===== src/rtl/mul_wb_pkg.sv =====
// Shared types and width helpers for the multiplier writeback queue.
// Machine-width macros fall back to defaults when machine.vh is not in the build.
`ifndef M_WIDTH
`define M_WIDTH 32
`endif
`ifndef LG_ROB_ENTRIES
`define LG_ROB_ENTRIES 5
`endif
`ifndef LG_PRF_ENTRIES
`define LG_PRF_ENTRIES 6
`endif
`ifndef MUL_LAT
`define MUL_LAT 3
`endif

package mul_wb_pkg;

  localparam int DATA_W = `M_WIDTH;
  localparam int ROB_W  = `LG_ROB_ENTRIES;
  localparam int PRF_W  = `LG_PRF_ENTRIES;

  typedef struct packed {
    logic [DATA_W-1:0] data;
    logic [ROB_W-1:0]  rob_ptr;
    logic              prf_val;
    logic [PRF_W-1:0]  prf_ptr;
  } mul_wb_entry_t;

  localparam int ENTRY_W = $bits(mul_wb_entry_t);

  // Holds every op that can be in the pipe plus the buffered ones.
  function automatic int inflight_width(input int depth, input int lat);
    return $clog2(depth + lat + 2);
  endfunction

endpackage


===== src/rtl/sync_fifo.sv =====
// Parametric synchronous FIFO: combinational head read, register storage
// cleared on reset, pointer/count clear without touching storage.
module sync_fifo #(
  parameter int WIDTH = 8,
  parameter int DEPTH = 4,
  localparam int PTR_W = $clog2(DEPTH),
  localparam int CNT_W = $clog2(DEPTH + 1)
) (
  input  logic             clk,
  input  logic             reset,
  input  logic             clear,
  input  logic             push,
  input  logic [WIDTH-1:0] push_data,
  input  logic             pop,
  output logic [WIDTH-1:0] pop_data,
  output logic [CNT_W-1:0] count,
  output logic             full,
  output logic             empty
);

  logic [PTR_W-1:0] head_reg;
  logic [PTR_W-1:0] tail_reg;
  logic [CNT_W-1:0] count_reg;
  logic [WIDTH-1:0] mem_reg [DEPTH];
  logic             do_push;
  logic             do_pop;

  assign empty    = (count_reg == '0);
  assign full     = (count_reg == CNT_W'(DEPTH));
  assign do_pop   = pop & ~empty;
  // A push into a full FIFO is accepted only when the head leaves this cycle.
  assign do_push  = push & (~full | do_pop);
  assign pop_data = mem_reg[head_reg];
  assign count    = count_reg;

  always_ff @(posedge clk) begin
    if (reset || clear) begin
      head_reg  <= '0;
      tail_reg  <= '0;
      count_reg <= '0;
    end else begin
      if (do_push) tail_reg <= tail_reg + PTR_W'(1);
      if (do_pop)  head_reg <= head_reg + PTR_W'(1);
      if (do_push && !do_pop)      count_reg <= count_reg + CNT_W'(1);
      else if (!do_push && do_pop) count_reg <= count_reg - CNT_W'(1);
    end
  end

  generate
    for (genvar gi = 0; gi < DEPTH; gi++) begin : g_entry
      always_ff @(posedge clk) begin
        if (reset) begin
          mem_reg[gi] <= '0;
        end else if (do_push && tail_reg == PTR_W'(gi)) begin
          mem_reg[gi] <= push_data;
        end
      end
    end
  endgenerate

endmodule


===== src/rtl/mul_wb_queue.sv =====
// Buffers fixed-latency multiplier completions and drains them to the shared
// writeback port; issue credits keep the non-stallable pipe from overflowing.
`ifndef M_WIDTH
`define M_WIDTH 32
`endif
`ifndef LG_ROB_ENTRIES
`define LG_ROB_ENTRIES 5
`endif
`ifndef LG_PRF_ENTRIES
`define LG_PRF_ENTRIES 6
`endif
`ifndef MUL_LAT
`define MUL_LAT 3
`endif

module mul_wb_queue
  import mul_wb_pkg::*;
#(
  parameter int DEPTH   = 4,
  parameter int MUL_LAT = `MUL_LAT,
  parameter int W       = `M_WIDTH
) (
  input  logic                       clk,
  input  logic                       reset,
  input  logic                       flush,
  input  logic                       mul_go,
  output logic                       mul_issue_ok,
  input  logic                       mul_complete,
  input  logic [W-1:0]               mul_y,
  input  logic [`LG_ROB_ENTRIES-1:0] mul_rob_ptr,
  input  logic                       mul_prf_val,
  input  logic [`LG_PRF_ENTRIES-1:0] mul_prf_ptr,
  output logic                       wb_valid,
  input  logic                       wb_ack,
  output logic [W-1:0]               wb_data,
  output logic [`LG_ROB_ENTRIES-1:0] wb_rob_ptr,
  output logic                       wb_prf_val,
  output logic [`LG_PRF_ENTRIES-1:0] wb_prf_ptr,
  output logic                       err_overflow
);

  localparam int IF_W  = inflight_width(DEPTH, MUL_LAT);
  localparam int CNT_W = $clog2(DEPTH + 1);
  localparam int SUM_W = ((IF_W > CNT_W) ? IF_W : CNT_W) + 1;

  logic [IF_W-1:0]  inflight_reg;
  logic [IF_W-1:0]  inflight_next;
  logic [IF_W-1:0]  drop_cnt_reg;
  logic [IF_W-1:0]  drop_cnt_next;
  logic             err_reg;
  logic             err_next;
  logic [CNT_W-1:0] count;
  logic             full;
  logic             empty;
  logic             push_req;
  logic             pop_req;
  logic             overflow;
  mul_wb_entry_t    push_entry;
  mul_wb_entry_t    head_entry;

  assign inflight_next = inflight_reg + IF_W'(mul_go) - IF_W'(mul_complete);

  // Credit depends on registered state only, so a go always finds a slot
  // when its result lands MUL_LAT+1 cycles later.
  assign mul_issue_ok = (SUM_W'(count) + SUM_W'(inflight_reg)) < SUM_W'(DEPTH);

  assign push_req = mul_complete & (drop_cnt_reg == '0) & ~flush;
  assign wb_valid = ~empty;
  assign pop_req  = wb_valid & wb_ack & ~flush;
  assign overflow = push_req & full & ~pop_req;
  assign err_next = err_reg | overflow | (mul_go & ~mul_issue_ok);

  // Every op still in the pipe after a flush predates it, and completions
  // return in issue order, so counting them down discards exactly those.
  always_comb begin
    drop_cnt_next = drop_cnt_reg;
    if (flush) begin
      drop_cnt_next = inflight_next;
    end else if (mul_complete && drop_cnt_reg != '0) begin
      drop_cnt_next = drop_cnt_reg - IF_W'(1);
    end
  end

  always_ff @(posedge clk) begin
    if (reset) begin
      inflight_reg <= '0;
      drop_cnt_reg <= '0;
      err_reg      <= 1'b0;
    end else begin
      inflight_reg <= inflight_next;
      drop_cnt_reg <= drop_cnt_next;
      err_reg      <= err_next;
    end
  end

  always_comb begin
    push_entry         = '0;
    push_entry.data    = DATA_W'(mul_y);
    push_entry.rob_ptr = mul_rob_ptr;
    push_entry.prf_val = mul_prf_val;
    push_entry.prf_ptr = mul_prf_ptr;
  end

  sync_fifo #(
    .WIDTH (ENTRY_W),
    .DEPTH (DEPTH)
  ) u_fifo (
    .clk       (clk),
    .reset     (reset),
    .clear     (flush),
    .push      (push_req),
    .push_data (push_entry),
    .pop       (pop_req),
    .pop_data  (head_entry),
    .count     (count),
    .full      (full),
    .empty     (empty)
  );

  assign wb_data      = W'(head_entry.data);
  assign wb_rob_ptr   = head_entry.rob_ptr;
  assign wb_prf_val   = head_entry.prf_val;
  assign wb_prf_ptr   = head_entry.prf_ptr;
  assign err_overflow = err_reg;

endmodule


===== config.mk =====
export PLATFORM = sky130hd
export DESIGN_NAME = mul_wb_queue
export DESIGN_NICKNAME = d
export VERILOG_FILES = /design/src/rtl/mul_wb_pkg.sv /design/src/rtl/sync_fifo.sv /design/src/rtl/mul_wb_queue.sv
export SDC_FILE = /design/constraint.sdc
export NUM_CORES = 1
export LEC_CHECK = 0
export CAP_MARGIN = 20
export CELL_PAD_IN_SITES_DETAIL_PLACEMENT = 1
export CELL_PAD_IN_SITES_GLOBAL_PLACEMENT = 1
export CORE_AREA = 2 2 148 165
export CTS_CLUSTER_SIZE = 14
export DETAILED_ROUTE_END_ITERATION = 6
export DIE_AREA = 0 0 150 167
export PLACE_DENSITY = 0.75
export SETUP_SLACK_MARGIN = 0.5
export SLEW_MARGIN = 20
export SYNTH_ARGS = -nofsm -noshare
export SYNTH_HDL_FRONTEND = slang
export SYNTH_HIERARCHICAL = 1
export SYNTH_SLANG_ARGS = --single-unit

===== constraint.sdc =====
create_clock -name clk -period 3.2 [get_ports clk]
set_clock_uncertainty 0.05 [all_clocks]
set_input_delay 0.64 -clock clk [delete_from_list [all_inputs] [get_ports clk]]
set_output_delay 0.64 -clock clk [all_outputs]
set_load 0.1 [all_outputs]

==> Flow_metrics.wiki <==
{| class="wikitable"
! Metric !! Value
|-
| Simple-gate share of the synthesized area || 0.145
|-
| Hold violation count in the final report || 0
|-
| Sequential share of the synthesized area || 0.661
|-
| Initial cell density of the core || 0.366
|-
| Highest attainable clock frequency || 0.374 GHz
|-
| Hold buffer count at CTS || 0
|-
| Combinational family with the most area after synthesis || simple AND/OR/NAND/NOR gates
|-
| Global-route wire length before repair || 32300 um
|-
| Number of violations of the max-capacitance limit || 0
|-
| WL/cell || 20.4 um
|-
| Fin Setup TNS || 0 ns
|-
| Total number of vias || 5244
|-
| Fraction of post-synthesis cell area in the top cell type by area || 0.619
|-
| Unique masters post-synth || 43
|-
| Clk_lat worst skew || 0.43 ns
|-
| Gate Count Post-Synth || 598
|-
| Antenna violations before repair || 0
|-
| Placeable core region || 23300 um2
|-
| Clk pin slew, worst setup/hold paths || 0.07 ns
|-
| Cells taking the most area after synthesis || edfxtp_1 (62%), mux4_2 (12%), nor2_1 (8.2%), dfxtp_1 (4.2%), nand2b_1 (3.6%)
|-
| Detailed Place HPWL || 12800 um
|-
| GRT Resource Usage Total || 0.173
|-
| Number of clock sinks seen by CTS || 194
|-
| Number of rows in the core area || 59
|-
| Setup violations, final || 0
|-
| Post-route DRC || 0
|-
| IR drop worst, VDD || 0.523 mV
|-
| Worst max-slew margin expressed relative to the limit || 0.595
|-
| Most frequently used flop master after synthesis || edfxtp_1
|-
| Top layer in use || met4
|-
| Diode insertion count for antenna repair || 0
|-
| Unrepaired setup endpoints after global routing || yes
|-
| Post-detailed-route count of antenna-violating nets || 0
|-
| Die ar. || 25100 um2
|-
| Kind of critical path || in -> reg
|-
| Net count of the mapped netlist || 663
|-
| Layout cell share with drive strength beyond 1 || 0.248
|-
| Outcome || finished clean
|-
| Routability Congestion || 0.774
|-
| Hold WS || 0.453 ns
|-
| Final critical-path required period || 2.68 ns
|-
| Arrival time at the worst endpoint || 2.98 ns
|-
| Max clock buf depth || 2
|-
| Root Buffer || clkbuf_16
|-
| Routed vias/inst || 5.12
|-
| Synthesized area divided by synthesized cell count || 14.3 um2
|-
| Class of the tightest hold or removal check || reg -> reg
|-
| Length of routed met2 wiring || 10900 um
|-
| Post-place instance area || 9860 um2
|-
| Number of nets at the end of the flow || 771
|-
| Yosys synthesis warning count || 6
|-
| Max reg flops || 176
|-
| Total met3 wirelength after detailed routing || 1090 um
|-
| Cell type with the highest aggregate area in the netlist || edfxtp_1
|-
| Die span in x || 150 um
|-
| Largest net degree at the start of global routing || 45
|-
| PortBufs || 96
|-
| Number of fillers in the final layout || 2364
|-
| Worst Path Max Fanout || 3
|-
| Number of top-level design ports || 97
|-
| Die height || 167 um
|-
| Adder-Cell Fraction of Synth Area || 0.0237
|-
| Transition at the pin with the smallest max-transition slack || 0.608 ns
|-
| Area Overhead vs Synth || 23.1%
|-
| Proportion of synthesized area in mux cells || 0.118
|-
| Async set-or-reset flop fraction in the synthesized netlist || 0
|-
| Number of synthesized register bits || 194
|-
| Post-route cell area || 10500 um2
|-
| Required time at the endpoint of the critical path || 3.50 ns
|-
| Power density cells || 604 nW/um2
|-
| Nature of the critical path endpoint || register
|-
| Area fraction in compound gates after synthesis || 0.0161
|-
| Standby leakage power || 3.72 nW
|-
| Final period utilization || 0.836
|-
| Post-synth design cell area || 8540 um2
|-
| Number of H-tree levels || 4
|-
| Vias in the first global route || 5809
|-
| Count of pins over their slew limit || 0
|-
| Met1 WL || 8730 um
|-
| Clock tree from TritonCTS || built
|-
| 1st-pass router iterations || 4
|-
| Fraction of synthesized cell area in xor and xnor cells || 0.00615
|-
| Launching element type of the critical path || input port
|-
| Number of clock buffers inserted by TritonCTS || 17
|-
| Number of flops mapped to enable cells by yosys || 176
|-
| Initial detailed-routing violation count || 337
|-
| Final WL || 20900 um
|-
| Leftover overflow at the end of global routing || 0
|}
kinds of logic (layout without fill, tap and decap cells):
group           after synthesis  after routing
mux                          46             46
fa+ha+maj                    15             15
simple gates                269            269
flops                       194            194
xor+xnor                      6              6
compound gates               18             18
buf+inv                      50            171
cells in the mapped netlist, drive strengths merged, types with 3 or more instances:
master,instances
nor2,187
dfxtp,18
nand2,3
o21ai,3
nand3,6
xor2,6
mux4,44
buf,22
a21oi,5
inv,14
nand4,3
nand2b,49
clkbuf,14
edfxtp,176
ha,13
and3,3
through the flow:
step,worst slack (ns),power [W],utilization,cells
after detailed placement,0.0747,0.00436,0.423,987
after global routing,0.414,0.00658,0.451,1024
after CTS,0.504,0.00640,0.450,1024
final,0.524,0.00635,0.451,1024
after global placement,0.137,0.00431,0.423,987
after floorplan,0.193,0.00399,-,598
final cells by class:
type / instances / area [um2] / share of cell area
clock buffer: 18 / 429 / 0.0408
clock inverter: 14 / 120 / 0.0114
inverter: 14 / 52.6 / 0.00500
multi-input combinational: 354 / 2680 / 0.255
sequential: 194 / 5660 / 0.538
tap: 305 / 382 / 0.0363
timing repair buffer: 125 / 1190 / 0.113
critical path: stages:
cell and delay (ns):
clkdlybuf4s50_1 0.46, nand2b_4 0.10, nor2_1 0.06, or4b_1 0.50, and2_4 0.19, ha_1 0.22
inv_1 0.08, fa_1 0.18, xor2_1 0.07, or3_1 0.31, a21oi_1 0.16
power by group:
group	leakage [nW]	switching [W]	internal, W
clock network	0.255	0.000988	0.00102
registers	1.97	0.0000734	0.00292
logic	1.49	0.000938	0.000415
per-layer routing:
layer / global-route usage / up-vias
met3: 0.0307 / 13
li1: - / 2365
met4: 0.0455 / 0
met2: 0.305 / 143
met5: 0 / -
met1: 0.218 / 2723
cells in the final DEF (no fill, tap or decap), drive strengths merged, types with 2 or more instances in the layout:
cell             n
and2             2
nand2            3
or3              2
nor2b            2
o21ai            3
inv             20
clkbuf          18
mux4            44
ha              13
clkinvlp         5
nor3b            2
nand2b          49
nor3             2
buf             77
o31ai            2
fa               2
nand3            6
or2              2
nor2           187
edfxtp         176
nand4            3
clkinv           3
xor2             6
dfxtp           18
a21oi            5
mux2i            2
clkdlybuf4s50   47
and3             3
repair_timing:
action                     CTS  global route
setup endpoints to repair   42             3
resized for setup            6             8
pin swaps                    1             0
buffers inserted             5             0
final timing paths:
check	slack, ns	end	cells past startpoint	startpoint
worst min register to register	0.45	err_overflow	2	err_overflow
worst max-delay path	0.52	u_fifo/count[2]	11	wb_ack
worst min-delay path	0.45	err_overflow	2	err_overflow
worst max register to register	0.53	u_fifo/count[2]	11	u_fifo/count[2]
Note: power is estimated with default switching activity, not from simulation.
==> variant (same settings) <==
`MUL_LAT`: 3 -> 2.
--- a/src/rtl/mul_wb_pkg.sv
+++ b/src/rtl/mul_wb_pkg.sv
@@ -10,7 +10,7 @@
 `define LG_PRF_ENTRIES 6
 `endif
 `ifndef MUL_LAT
-`define MUL_LAT 3
+`define MUL_LAT 2
 `endif
 
 package mul_wb_pkg;
Check against the original RTL: no difference found for any inputs over 4 cycles, from zero or initial values and one cycle with reset high; that may be too few to reach the edited logic, so the function may still have changed.
==> variant against the original RTL <==
  * Total power shrank 2.5%
  * Setup slack gained 0.066 ns
  * Utilization shrank 0.84 points
  * Sequential share of layout area grew 0.61 points
  * Wire length shrank 3.1%
  * Final area shrank 1.9%
  * Synthesized area shrank 2.1%
  * Sequential cell count shrank 2
  * Synthesized cell count shrank 3.8%
  * Largest cell class unchanged
  * Largest power group unchanged
==> variant: results (changes against the original RTL) <==
status finished clean; Reg-to-Reg Start u_fifo/count[1]$_SDFFE_PP0P_; Total Routing Usage GR 16.9% (-0.35 points); Worst Tran Pin Value 0.725 ns (+0.117 ns); Clock buf/inv share 5.79% (+0.57 points); Area growth, synth to finish 23.4%; invs w/o clock 11 (-3); Peak VDD IR 0.381 mV (-27%); NonClk Buf Share 10.8% (-0.50 points); WP data arrival 1.92 ns (-1.06 ns); maximum clock path buffer count 2 (unchanged); top post-synthesis cells by count nor2_1 (186), edfxtp_1 (176), nand2b_1 (50); DP Worst Slack 0.139 ns (+0.0646 ns); Mean Syn Cell Area 14.6 um^2 (+1.9%); hold_sp u_fifo/head_reg[1]$_SDFFE_PP0N_; comb_multi_in 337 (-4.8%); crit start category flop; Iter 0 DRT Violations 307 (-8.9%); top post-synthesis cells by area edfxtp_1 (63%), mux4_2 (12%), nor2_1 (8.3%); DP HPWL 12800 um (-0.50%); Repair and plain buffers 124 (-0.80%); worst stage delay on the critical path 0.57 ns (+0.07 ns); fill count 2373 (+0.38%); Crit Path Max Fanout 22 (+19); Cell variety after synth 40 (-7.0%); vias in the first global route 5654 (-2.7%); clock sinks 192 (-1.0%); placed cell area 9660 um^2 (-2.1%); Routability Congestion 0.733 (-5.3%); Util after Layout 44.2% (-0.84 points); share of layout cells above drive strength 1 25.0% (+0.24 points); multi-input logic area 2570 um^2 (-4.3%); Post-CTS Repair Setup Buffers 2 (-3); pin count of the biggest net entering global routing 42 (-6.7%); first-pass GRT wire length 31800 um (-1.7%); Leak 0.00365 uW (-2.1%)
-- variant: routing by layer --
| layer | GRT usage (%) | up-vias | wire [um] |
|---|---|---|---|
| met3 | 3.26 | 28 | 1020 |
| met4 | 5.58 | 0 | 364 |
| li1 | - | 2293 | - |
| met5 | 0 | - | 0 |
| met1 | 21.6 | 2568 | 8380 |
| met2 | 28.9 | 134 | 10500 |
-- variant: final timing paths --
kind,cells after the start,end,slack [ns]
setup / recovery,3,wb_prf_ptr[1],0.59
hold / removal,2,flop,0.49
setup reg to reg,11,u_fifo/count[2]$_SDFFE_PP0P_,0.65
hold reg to reg,2,flop,0.49
-- variant: worst register-to-register path: stages (launching register included) --
cell and delay [ns]:
dfxtp_4 0.39, nor3_4 0.22, nand2b_4 0.16, nor2_2 0.05, or4b_4 0.48, and2_4 0.18
ha_2 0.19, inv_1 0.06, fa_1 0.18, xor2_1 0.07, or3_1 0.30, a21oi_1 0.16
-- variant: cell families (layout without fill, tap and decap cells) --
family / Yosys count / count (layout) / share of synthesized area, %
AND/OR/NAND/NOR: 256 / 256 / 13.9
buffers and inverters: 46 / 167 / 2.96
adder cells (fa/ha/maj): 13 / 13 / 2.12
multiplexers: 45 / 45 / 12.0
XOR/XNOR: 6 / 6 / 0.628
AO/OA/AOI/OAI: 17 / 17 / 1.44
flip-flops: 192 / 192 / 67.0
-- variant: power breakdown --
group	total, uW	switching (uW)	internal [uW]	leakage, uW
clock	2150	972	1180	0.000289
combinational	1110	788	322	0.00140
sequential	2930	53.6	2880	0.00196
total	6190	1810	4380	0.00365
-- variant: through the flow --
stage                     power (uW)  std cells
final                           6190       1001
after CTS                       6260       1001
after global placement          4070        967
after global routing            6420       1001
after floorplan                 3780        575
after detailed placement        4100        967
